===== config.mk =====
export PLATFORM = sky130hd
export DESIGN_NAME = i2c_target_regfile
export DESIGN_NICKNAME = d
export VERILOG_FILES = /design/src/rtl/i2c_target_regfile.sv
export SDC_FILE = /design/constraint.sdc
export NUM_CORES = 1
export LEC_CHECK = 0
export ABC_AREA = 0
export BUFFER_PORTS_ARGS = -buffer_cell sky130_fd_sc_hd__buf_4
export CAP_MARGIN = 0
export CORE_UTILIZATION = 50
export DETAILED_ROUTE_END_ITERATION = 16
export PLACE_DENSITY_LB_ADDON = 0.2
export RECOVER_POWER = 100
export SETUP_SLACK_MARGIN = 0.4
export SYNTH_ARGS = -nofsm -noshare
export SYNTH_HDL_FRONTEND = slang
export SYNTH_SLANG_ARGS = --single-unit

===== constraint.sdc =====
create_clock -name clk -period 2.3 [get_ports clk]
set_clock_uncertainty 0.1 [all_clocks]
set_input_delay 0.345 -clock clk [delete_from_list [all_inputs] [get_ports clk]]
set_output_delay 0.345 -clock clk [all_outputs]
set_load 0.02 [all_outputs]

===== src/rtl/i2c_target_regfile.sv =====
// I2C target with a byte-wide register file, pointer-then-data protocol, no clock stretching.
// Define I2C_TARGET_GENCALL_EN to ACK general call and honour the 8'h06 register-clear command.
module i2c_target_regfile #(
  parameter logic [6:0]  TARGET_ADDR = 7'h3C,
  parameter int unsigned NUM_REGS    = 16,
  parameter int unsigned PTR_W       = 4
) (
  input  logic                  clk,
  input  logic                  reset,
  input  logic                  scl_i,
  input  logic                  sda_i,
  output logic                  sda_oe,
  output logic [8*NUM_REGS-1:0] regs_o,
  output logic                  wr_strobe,
  output logic [PTR_W-1:0]      wr_addr,
  output logic                  busy
);

`ifdef I2C_TARGET_GENCALL_EN
  localparam bit GenCallEn = 1'b1;
`else
  localparam bit GenCallEn = 1'b0;
`endif

  typedef enum logic [3:0] {
    StIdle, StAddr, StAddrAck, StPtr, StPtrAck,
    StWdata, StWdataAck, StRdata, StRdMack, StWaitStop
  } state_e;

  logic [1:0]       scl_sync_q, sda_sync_q;
  logic             scl_d_q, sda_d_q;
  state_e           state_q;
  logic [3:0]       cnt_q;
  logic [7:0]       sr_q;
  logic [PTR_W-1:0] ptr_q;
  logic             gc_q;
  logic [7:0]       regs_q [NUM_REGS];

  // Sync flops idle high so leaving reset never looks like a bus edge.
  always_ff @(posedge clk) begin
    if (reset) begin
      scl_sync_q <= 2'b11;
      sda_sync_q <= 2'b11;
      scl_d_q    <= 1'b1;
      sda_d_q    <= 1'b1;
    end else begin
      scl_sync_q <= {scl_sync_q[0], scl_i};
      sda_sync_q <= {sda_sync_q[0], sda_i};
      scl_d_q    <= scl_sync_q[1];
      sda_d_q    <= sda_sync_q[1];
    end
  end

  logic scl, sda, scl_rise, scl_fall, start_det, stop_det;
  assign scl       = scl_sync_q[1];
  assign sda       = sda_sync_q[1];
  assign scl_rise  = scl & ~scl_d_q;
  assign scl_fall  = ~scl & scl_d_q;
  assign start_det = scl & sda_d_q & ~sda;
  assign stop_det  = scl & ~sda_d_q & sda;

  always_ff @(posedge clk) begin
    if (reset) begin
      state_q   <= StIdle;
      cnt_q     <= 4'd0;
      sr_q      <= 8'h00;
      ptr_q     <= '0;
      gc_q      <= 1'b0;
      sda_oe    <= 1'b0;
      wr_strobe <= 1'b0;
      wr_addr   <= '0;
      busy      <= 1'b0;
      for (int i = 0; i < int'(NUM_REGS); i++) regs_q[i] <= 8'h00;
    end else begin
      wr_strobe <= 1'b0;
      if (start_det) begin
        state_q <= StAddr;
        cnt_q   <= 4'd0;
        sda_oe  <= 1'b0;
        gc_q    <= 1'b0;
      end else if (stop_det) begin
        state_q <= StIdle;
        sda_oe  <= 1'b0;
        busy    <= 1'b0;
      end else begin
        case (state_q)
          StAddr: begin
            if (scl_rise) begin
              sr_q  <= {sr_q[6:0], sda};
              cnt_q <= cnt_q + 4'd1;
            end else if (scl_fall && cnt_q == 4'd8) begin
              cnt_q <= 4'd0;
              if (sr_q[7:1] == TARGET_ADDR) begin
                sda_oe  <= 1'b1;
                busy    <= 1'b1;
                state_q <= StAddrAck;
              end else if (GenCallEn && sr_q == 8'h00) begin
                sda_oe  <= 1'b1;
                busy    <= 1'b1;
                gc_q    <= 1'b1;
                state_q <= StAddrAck;
              end else begin
                busy    <= 1'b0;
                state_q <= StWaitStop;
              end
            end
          end
          StAddrAck: begin
            if (scl_fall) begin
              cnt_q <= 4'd0;
              if (sr_q[0]) begin
                sr_q    <= regs_q[ptr_q];
                sda_oe  <= ~regs_q[ptr_q][7];
                state_q <= StRdata;
              end else begin
                sda_oe  <= 1'b0;
                state_q <= StPtr;
              end
            end
          end
          StPtr: begin
            if (scl_rise) begin
              sr_q  <= {sr_q[6:0], sda};
              cnt_q <= cnt_q + 4'd1;
            end else if (scl_fall && cnt_q == 4'd8) begin
              cnt_q <= 4'd0;
              if (gc_q) begin
                sda_oe  <= 1'b1;
                state_q <= StPtrAck;
                if (sr_q == 8'h06) begin
                  ptr_q <= '0;
                  for (int i = 0; i < int'(NUM_REGS); i++) regs_q[i] <= 8'h00;
                end
              end else if ({24'h0, sr_q} < NUM_REGS) begin
                ptr_q   <= sr_q[PTR_W-1:0];
                sda_oe  <= 1'b1;
                state_q <= StPtrAck;
              end else begin
                state_q <= StWaitStop;
              end
            end
          end
          StPtrAck: begin
            if (scl_fall) begin
              sda_oe  <= 1'b0;
              cnt_q   <= 4'd0;
              state_q <= gc_q ? StWaitStop : StWdata;
            end
          end
          StWdata: begin
            if (scl_rise) begin
              sr_q  <= {sr_q[6:0], sda};
              cnt_q <= cnt_q + 4'd1;
            end else if (scl_fall && cnt_q == 4'd8) begin
              cnt_q         <= 4'd0;
              regs_q[ptr_q] <= sr_q;
              wr_strobe     <= 1'b1;
              wr_addr       <= ptr_q;
              sda_oe        <= 1'b1;
              state_q       <= StWdataAck;
            end
          end
          StWdataAck: begin
            if (scl_fall) begin
              sda_oe  <= 1'b0;
              ptr_q   <= ptr_q + PTR_W'(1);
              cnt_q   <= 4'd0;
              state_q <= StWdata;
            end
          end
          StRdata: begin
            if (scl_rise) begin
              cnt_q <= cnt_q + 4'd1;
            end else if (scl_fall) begin
              if (cnt_q == 4'd8) begin
                // Byte fully sent: release for the master's ACK and move past it.
                sda_oe  <= 1'b0;
                ptr_q   <= ptr_q + PTR_W'(1);
                cnt_q   <= 4'd0;
                state_q <= StRdMack;
              end else begin
                sda_oe <= ~sr_q[6];
                sr_q   <= {sr_q[6:0], 1'b0};
              end
            end
          end
          StRdMack: begin
            if (scl_rise) begin
              cnt_q <= 4'd1;
              if (sda) state_q <= StWaitStop;
            end else if (scl_fall && cnt_q == 4'd1) begin
              cnt_q   <= 4'd0;
              sr_q    <= regs_q[ptr_q];
              sda_oe  <= ~regs_q[ptr_q][7];
              state_q <= StRdata;
            end
          end
          StWaitStop: sda_oe <= 1'b0;
          StIdle:     sda_oe <= 1'b0;
          default:    state_q <= StIdle;
        endcase
      end
    end
  end

  for (genvar g = 0; g < int'(NUM_REGS); g++) begin : g_flat
    assign regs_o[8*g +: 8] = regs_q[g];
  end

endmodule

==> results of run 1 <==
## path summary, 6_finish.rpt
check,startpoint,to,slack (ps)
max,scl_d_q,regs_q[10][0],90
min reg2reg,sda_sync_q[0],sda_sync_q[1],310
max reg2reg,scl_d_q,regs_q[10][0],90
min,reset,sda_oe,290
## where the power goes
| group | switching (W) | internal [W] |
|---|---|---|
| clock network | 0.00123 | 0.00164 |
| registers | 0.000166 | 0.00336 |
| logic | 0.000870 | 0.000470 |
| total | 0.00227 | 0.00547 |
## logic make-up (layout without fill, tap and decap cells)
family	after synthesis	count (layout)	share of synthesized area, %
AND/OR/NAND/NOR	286	286	20.0
flip-flops	165	165	55.1
AO/OA/AOI/OAI	85	85	7.34
buffers and inverters	83	295	4.33
multiplexers	56	56	11.8
adder cells (fa/ha/maj)	9	9	1.35
XOR/XNOR	1	1	0.105
## registers in the layout, summed over array words and instances (netlist names), named ones only
signal / cells
cnt_q: 4
regs_q: 128
sda_sync_q: 2
ptr_q: 4
scl_d_q: 1
wr_strobe: 1
sda_oe: 1
wr_addr: 4
sr_q: 8
busy: 1
state_q: 4
sda_d_q: 1
scl_sync_q: 2
## cell usage in the layout, fill, tap and decap left out, drive strengths merged, types with 2 or more instances in the layout
| cell type | netlist | final |
|---|---|---|
| a211oi | 12 | 12 |
| a221oi | 6 | 6 |
| or4b | 2 | 2 |
| nor4 | 24 | 24 |
| a21oi | 26 | 26 |
| a32oi | 3 | 3 |
| nor3b | 5 | 5 |
| mux2i | 19 | 19 |
| nand3b | 2 | 2 |
| nand3 | 16 | 16 |
| edfxtp | 128 | 128 |
| mux2 | 4 | 4 |
| mux4 | 33 | 33 |
| nor2b | 4 | 4 |
| a21o | 4 | 4 |
| a32o | 2 | 2 |
| inv | 14 | 21 |
| o311a | 2 | 2 |
| dlygate4sd3 | 0 | 2 |
| ha | 9 | 9 |
| nor3 | 94 | 94 |
| o22ai | 4 | 4 |
| o21ai | 13 | 13 |
| clkbuf | 41 | 186 |
| dfxtp | 37 | 37 |
| and4 | 2 | 2 |
| o31ai | 2 | 2 |
| buf | 24 | 77 |
| clkinv | 4 | 7 |
| or3b | 2 | 2 |
| or2 | 25 | 25 |
| nor2 | 35 | 35 |
| nand2b | 7 | 7 |
| and2 | 42 | 42 |
| nand2 | 17 | 17 |
| or3 | 2 | 2 |
## critical path, cell delays in order (launching register included)
cell,delay [ps]
dfxtp_2,320
inv_1,60
ha_4,160
nand2b_4,140
nor4_4,330
buf_6,200
nand3_4,150
clkbuf_4,180
clkbuf_4,220
nor3_2,190
## metrics by stage
| stage | setup slack, ps | area (µm²) | instances | util, % |
|---|---|---|---|---|
| 2_1_floorplan | 184 | 8500 | 685 | - |
| 3_3_place_gp | 16.3 | 10000 | 1041 | 62.3 |
| 3_5_place_dp | 1.53 | 10000 | 1041 | 62.3 |
| 4_1_cts | 173 | 11300 | 1105 | 70.4 |
| 5_1_grt | 31.4 | 10800 | 1113 | 67.2 |
| 6_report | 92.6 | 10800 | 1113 | 67.2 |
## timing repair
action / CTS / global route
gates resized for setup: 100 / 45
endpoints found under the setup margin: 284 / 285
pin swaps: 19 / 6
buffers inserted: 29 / 8
hold buffers: 2 / 0
cloned: 1 / 0
hold endpoints to repair: 2 / 0
## cell type report
type	count	area [µm²]
clock inverter	11	109
inverter	18	67.6
sequential	165	4600
fill	1311	5270
timing repair buffer	245	1440
multi-input combinational	437	3820
tap	216	270
clock buffer	21	482
## layer usage
| layer | vias to the layer above | track usage, % | part of all wire [%] |
|---|---|---|---|
| li1 | 3006 | - | - |
| met1 | 3478 | 45.0 | 39 |
| met2 | 429 | 53.1 | 49 |
| met3 | 56 | 7.00 | 9.3 |
| met4 | 0 | 13.8 | 2.7 |
| met5 | - | 0 | 0 |
==> out/results.ini, run 1 <==
[drt]
drt-initial-drc-count = 722
number_of_vias_after_detailed_routing = 6969
ant_nets = 0
routed_wire_length_per_instance_um = 24.8
drt_pre_antenna_iters = 5
postRouteWirelength_um = 27600
drc_violations_left = 0
post_drt_via_cell_ratio = 6.26

[sta]
setup_total_negative_slack_ps = 0
setup-violations-final = 0
finalCritPeriodShare_pct = 96.0
report.final.hold_viol_count = 0
setup_repair_after_global_routing_missed_its_margin = yes
timing.slew.headroom_pct = 36.5
tightestPinTransition_ps = 953
final-max-slew-violation-count = 0
clock.fmax_mhz = 453
final.hold.worst_slack_ps = 288
final_period_minus_worst_setup_slack_ps = 2210

[floorplan]
fp.dieArea_um2 = 17200
boundaryPins = 139
die_h_um = 131
floorplan.die.width_um = 131
core_area_um2 = 16100
placement_rows = 46
initial_cell_density_of_the_core_pct = 51.8

[synth]
dominantRegCellSynth = edfxtp_1
synthDominantCellAreaShare_pct = 46.2
syn-cell-area_um2 = 8320
synthesis.yosys.warnings = 0
synthArstFlopShare_pct = 0
synth.top_cells.by_area = edfxtp_1 (46%), mux4_2 (8.9%), dfxtp_1 (8.9%), nor3_1 (5.6%), and2_1 (3.2%)
synth_top_cell_by_area = edfxtp_1
ys_seq_area_share_pct = 55.1
synth_most_common_cell = edfxtp_1
synth_cell_types = 69
syn_nets = 698
ys_seq_elements = 165
synth_cells = 685
cell_types_with_the_highest_counts_after_synthesis = edfxtp_1 (128), nor3_1 (93), and2_1 (42)
synth-edff-count = 128
synthesis.area_per_instance_um2 = 12.1

[global_routing]
antenna_found_initial = 0
grt_pass1_wl_um = 41000
grt.overflow.total = 0
grt_start_max_net_pins = 44
global_route.usage.total_pct = 33.5
grt_pass1_vias = 6810

[clocking]
cts_tree = done
htreeDepth = 4
cts.sinks = 165
insertion_delay_ps = 430
cts.reportedPaths.clkPinSlew_ps = 70
clockRootBuffer = clkbuf_16
cts_buffers = 17
clockBufferDepth = 2

[run]
maxCapViolCount = 0

[worst_setup_path]
worst-endpoint-arrival_ps = 2380
critical_path_peak_fanout = 10
critical_path_class = flop to flop
critical_path.endpoint_type = flop
timing.critical_path.required_ps = 2470
worst_setup_path_start_kind = flop
rr_worst_depth = 9

[final_layout]
antenna_cells = 0
flow.area_growth_from_synthesis_pct = 29.7
fin_nets = 897
drive_gt1_share_pct = 31.4

[status]
run_status = finished clean

[pwr]
powerDensity_nw_per_um2 = 717
post-layout-total-power_w = 0.00774
vdd_drop_max_mv = 0.563
p_leak_nw = 3.56

[min_path]
hold_path_class = primary input to flop
holdPathStages = 4

[place]
gpl.final_weighted_congestion = 0.920
io_buffer_count = 138
place_hpwl_um = 19000

Note: power is estimated with default switching activity, not from simulation.
==> inputs of run 2 (changes only) <==
- ABC_CLOCK_PERIOD_IN_PS: unset -> 2300
- BUFFER_PORTS_ARGS: -buffer_cell sky130_fd_sc_hd__buf_4 -> unset
- DONT_BUFFER_PORTS: unset -> 1
==> run 2 against run 1 <==
Against the previous run: non-clock buffer count decreased by 80; die area unchanged; largest cell class unchanged; combinational power about the same; first-iteration DRC count increased by 11%; critical path type unchanged; sequential power increased by 5%; critical endpoint is now sr_q[1].
==> out/results.ini, run 2 (synthesized netlist as in run 1, its figures left out) <==
[drt]
drc_violations_left = 0
drt-initial-drc-count = 805
drt_pre_antenna_iters = 5
routed_wire_length_per_instance_um = 28.9
number_of_vias_after_detailed_routing = 6963
post_drt_via_cell_ratio = 6.74
postRouteWirelength_um = 29900
ant_nets = 0

[worst_setup_path]
worst-endpoint-arrival_ps = 2410
critical_path_peak_fanout = 12
critical_path.endpoint_type = flop
critical_path_class = flop to flop
timing.critical_path.required_ps = 2470
worst_setup_path_start_kind = flop

[place]
io_buffer_count = 0
gpl.final_weighted_congestion = 0.951
place_hpwl_um = 18200
dp_cells = 921
cell_area_placed_um2 = 9100

[floorplan]
core_area_um2 = 16100
die_h_um = 131
initial_cell_density_of_the_core_pct = 51.8
fp.dieArea_um2 = 17200
placement_rows = 46
floorplan.die.width_um = 131
boundaryPins = 139

[clocking]
insertion_delay_ps = 440
clockRootBuffer = clkbuf_16
clockBufferDepth = 2
cts.sinks = 165
htreeDepth = 4
cts_buffers = 17
cts.reportedPaths.clkPinSlew_ps = 70
cts_tree = done

[sta]
clock.fmax_mhz = 446
report.final.hold_viol_count = 0
finalCritPeriodShare_pct = 97.5
final_period_minus_worst_setup_slack_ps = 2240
final-max-slew-violation-count = 0
timing.slew.headroom_pct = 22.2
setup_repair_after_global_routing_missed_its_margin = yes
final.hold.worst_slack_ps = 75.1
setup-violations-final = 0
tightestPinTransition_ps = 1160

[final_layout]
fin_nets = 817
layout_commonest_cell = edfxtp_1
flow.area_growth_from_synthesis_pct = 40.2
drive_gt1_share_pct = 49.3
max_ffs_per_register = 128
layout.cell_area.non_filler_um2 = 11700
post_layout_nonfiller_instances = 1033
fill_cell_instance_count_of_the_final_layout = 978
top_register = regs_q
registers_with_the_most_flip_flops = regs_q: 128 flops, sr_q: 8 flops
antenna_cells = 0
layout_common_cells = edfxtp_1 (128), buf_4 (78), nor3_1 (40), nor3_2 (39), mux4_2 (33)

[global_routing]
grt_pass1_wl_um = 40300
global_route.usage.total_pct = 33.5
grt_start_max_net_pins = 25
antenna_found_initial = 0
grt_pass1_vias = 6447
grt.overflow.total = 0

[status]
run_status = finished clean

[pwr]
powerDensity_nw_per_um2 = 680
vdd_drop_max_mv = 0.668
p_leak_nw = 3.87

[min_path]
hold_path_class = primary input to flop

[run]
maxCapViolCount = 0

-- run 2: worst max-delay path: stages (launching register included) --
cell	delay (ps)
dfxtp_1	430
buf_12	160
buf_12	100
buf_16	170
mux4_2	530
nand2_1	120
mux2i_1	100
o31ai_1	280
a221oi_2	90
-- run 2: power by group --
group / leakage [nW] / switching, W / internal [W]
logic: 2.07 / 0.000826 / 0.000496
registers: 1.52 / 0.000321 / 0.00337
clock network: 0.279 / 0.00127 / 0.00165
-- run 2: worst paths after layout --
kind	start	endpoint	cells after the start	slack, ps
max	flop	sr_q[1]	8	60
min	reset	state_q[0]	2	80
min reg2reg	scl_sync_q[0]	scl_sync_q[1]	1	320
max reg2reg	flop	sr_q[1]	8	60
-- run 2: per-layer routing --
layer | part of all wire, % | up-vias | track usage (%)
li1 | - | 2843 | -
met3 | 13 | 97 | 10.1
met5 | 0 | - | 0
met1 | 36 | 3435 | 44.6
met2 | 46 | 588 | 51.2
met4 | 4.1 | 0 | 14.0
-- run 2: what timing repair did --
action / 4_1_cts / 5_1_grt
pin swaps: 33 / 49
gates resized for setup: 94 / 187
buffers inserted: 35 / 32
gates cloned: 5 / 5
setup endpoints to repair: 286 / 286
hold buffers: 3 / 0
endpoints found under the hold margin: 27 / 0
-- run 2: through the flow --
step                utilization [%]  power [W]  TNS [ps]  worst slack [ps]
global placement               56.7    0.00472      -135             -17.6
global route                   72.6    0.00811         0              16.5
floorplan                         -    0.00433         0               184
detailed placement             56.7    0.00473      -125             -10.8
CTS                            65.6    0.00769         0               150
finish                         72.6    0.00793         0              57.9
-- run 2: final cells by class --
| type | instances | area [µm²] | share of cell area, % |
|---|---|---|---|
| Clock buffer | 20 | 447 | 3.83 |
| Clock inverter | 12 | 144 | 1.23 |
| Inverter | 18 | 76.3 | 0.654 |
| Multi-Input combinational cell | 437 | 4520 | 38.7 |
| Sequential cell | 165 | 4600 | 39.4 |
| Tap cell | 216 | 270 | 2.32 |
| Timing Repair Buffer | 165 | 1610 | 13.8 |
==> inputs of run 3 (changes only) <==
- ABC_CLOCK_PERIOD_IN_PS: 2300 -> 2720
- clock period: 2.3 -> 2.72 ns (I/O delays scaled with it)
==> run 3 against run 2 <==
Against the previous run: critical endpoint is now regs_q[1][7]; die area stayed put; first-iteration DRC count down 24%; global-route usage decreased by 2.6 points; clock-buffer cell count fell by 2; core utilization is 14 points lower; design area fell by 19%; critical path type unchanged; final cell count shrank 11%; non-clock buffer count down 109; setup slack better by 250 ps.
==> out/results.ini, run 3 (synthesized netlist as in run 1, its figures left out) <==
[status]
run_status = finished clean

[floorplan]
boundaryPins = 139
placement_rows = 46
fp.dieArea_um2 = 17200
die_h_um = 131
floorplan.die.width_um = 131
core_area_um2 = 16100
initial_cell_density_of_the_core_pct = 51.8

[clocking]
cts_buffers = 17
clockRootBuffer = clkbuf_16
cts.sinks = 165
insertion_delay_ps = 430
cts.reportedPaths.clkPinSlew_ps = 60
cts_tree = done
htreeDepth = 4
clockBufferDepth = 2

[worst_setup_path]
path_delay_family = simple AND/OR/NAND/NOR gates
timing.critical_path.depth = 8
timing.critical_path.required_ps = 2740
critical_path_class = flop to flop
critical_path_peak_fanout = 8
regToRegStartpoint = scl_d_q
rr_worst_depth = 8
critical_path.n_buffers_inverters = 2
worst-endpoint-arrival_ps = 2440
worst_setup_path_start_kind = flop
slowest_cell_on_the_critical_path = clkbuf_1
critical_path.endpoint_type = flop
critical_path_cell_by_cell = inv_1, ha_4, nand2b_4, nor4_4, clkbuf_1, nand3_4, nor3_4, or2_4
timing.critical_path.slowest_cell_delay_ps = 340
crit_path_start = scl_d_q

[sta]
setup-violations-final = 0
setup_repair_after_global_routing_missed_its_margin = yes
timing.slew.headroom_pct = 35.4
report.final.hold_viol_count = 0
clock.fmax_mhz = 414
final-max-slew-violation-count = 0
setup_total_negative_slack_ps = 0
tightestPinTransition_ps = 966
finalCritPeriodShare_pct = 88.8
final_period_minus_worst_setup_slack_ps = 2420

[drt]
drt_pre_antenna_iters = 6
postRouteWirelength_um = 25600
routed_wire_length_per_instance_um = 27.7
drt-initial-drc-count = 610
ant_nets = 0
drc_violations_left = 0
post_drt_via_cell_ratio = 6.71
number_of_vias_after_detailed_routing = 6198

[pwr]
vdd_drop_max_mv = 0.391
p_leak_nw = 2.94
powerDensity_nw_per_um2 = 647
post-layout-total-power_w = 0.00613

[min_path]
holdCritStartpoint = reset
hold_path_class = primary input to flop
holdPathStages = 2

[global_routing]
antenna_found_initial = 0
grt_pass1_wl_um = 37700
grt_start_max_net_pins = 27
grt.overflow.total = 0
grt_pass1_vias = 5924
global_route.usage.total_pct = 30.9

[final_layout]
registers_with_the_most_flip_flops = regs_q: 128 flops, sr_q: 8 flops
layout_commonest_cell = edfxtp_1
flow.area_growth_from_synthesis_pct = 13.9
layout_common_cells = edfxtp_1 (128), nor3_1 (90), buf_4 (43), mux4_2 (33)
drive_gt1_share_pct = 26.1
fin_nets = 708
top_register = regs_q
antenna_cells = 0
post_layout_nonfiller_instances = 924
max_ffs_per_register = 128
layout.cell_area.non_filler_um2 = 9480

[place]
place_hpwl_um = 17700
io_buffer_count = 0
dp_cells = 879
gpl.final_weighted_congestion = 0.903
cell_area_placed_um2 = 8630

[run]
maxCapViolCount = 0

run 3: cell count changes in the layout (fill, tap and decap cells not counted), sizes merged:
| cell | change |
|---|---|
| inv | -2 |
| clkbuf | -31 |
| bufinv | -2 |
| clkinv | +8 |
| clkinvlp | -2 |
| buf | -79 |
| dlygate4sd3 | +1 |
| bufbuf | -2 |
run 3: routing by layer:
metal	vias to the layer above	wire length (µm)	GRT usage (%)
li1	2628	-	-
met1	3070	9860	42.8
met2	448	11700	46.8
met3	52	3270	9.16
met4	0	762	10.1
met5	-	0	0
run 3: final timing paths:
path | to | slack (ps)
max reg2reg | regs_q[1][7] | 300
min reg2reg | sda_sync_q[1] | 320
min | state_q[3] | 120
max | regs_q[1][7] | 300
run 3: through the flow:
stage	hold slack, ps	util [%]	setup WS, ps
final	122	59.0	304
after global routing	117	59.0	158
after CTS	112	57.7	374
after detailed placement	312	53.8	129
after global placement	309	53.8	128
after floorplan	289	-	459
run 3: what timing repair did:
action                                  in CTS  in global routing
resized for setup                           16                 43
hold endpoints to repair                    27                  0
hold buffers                                 4                  0
endpoints found under the setup margin      83                163
setup buffers                                1                  8
pin swaps                                    3                 10
run 3: power by group:
| part | total [W] | internal (W) | switching, W |
|---|---|---|---|
| Combinational | 0.000794 | 0.000275 | 0.000519 |
| Sequential | 0.00313 | 0.00285 | 0.000283 |
| Clock | 0.00221 | 0.00118 | 0.00103 |
| Total | 0.00613 | 0.00430 | 0.00183 |
run 3: layout make-up:
class                      count  area (µm²)
timing repair buffer          56         425
sequential                   165        4600
fill                        1275        6580
clock inverter                14         109
clock buffer                  18         429
multi-input combinational    437        3580
tap                          216         270
inverter                      18        67.6
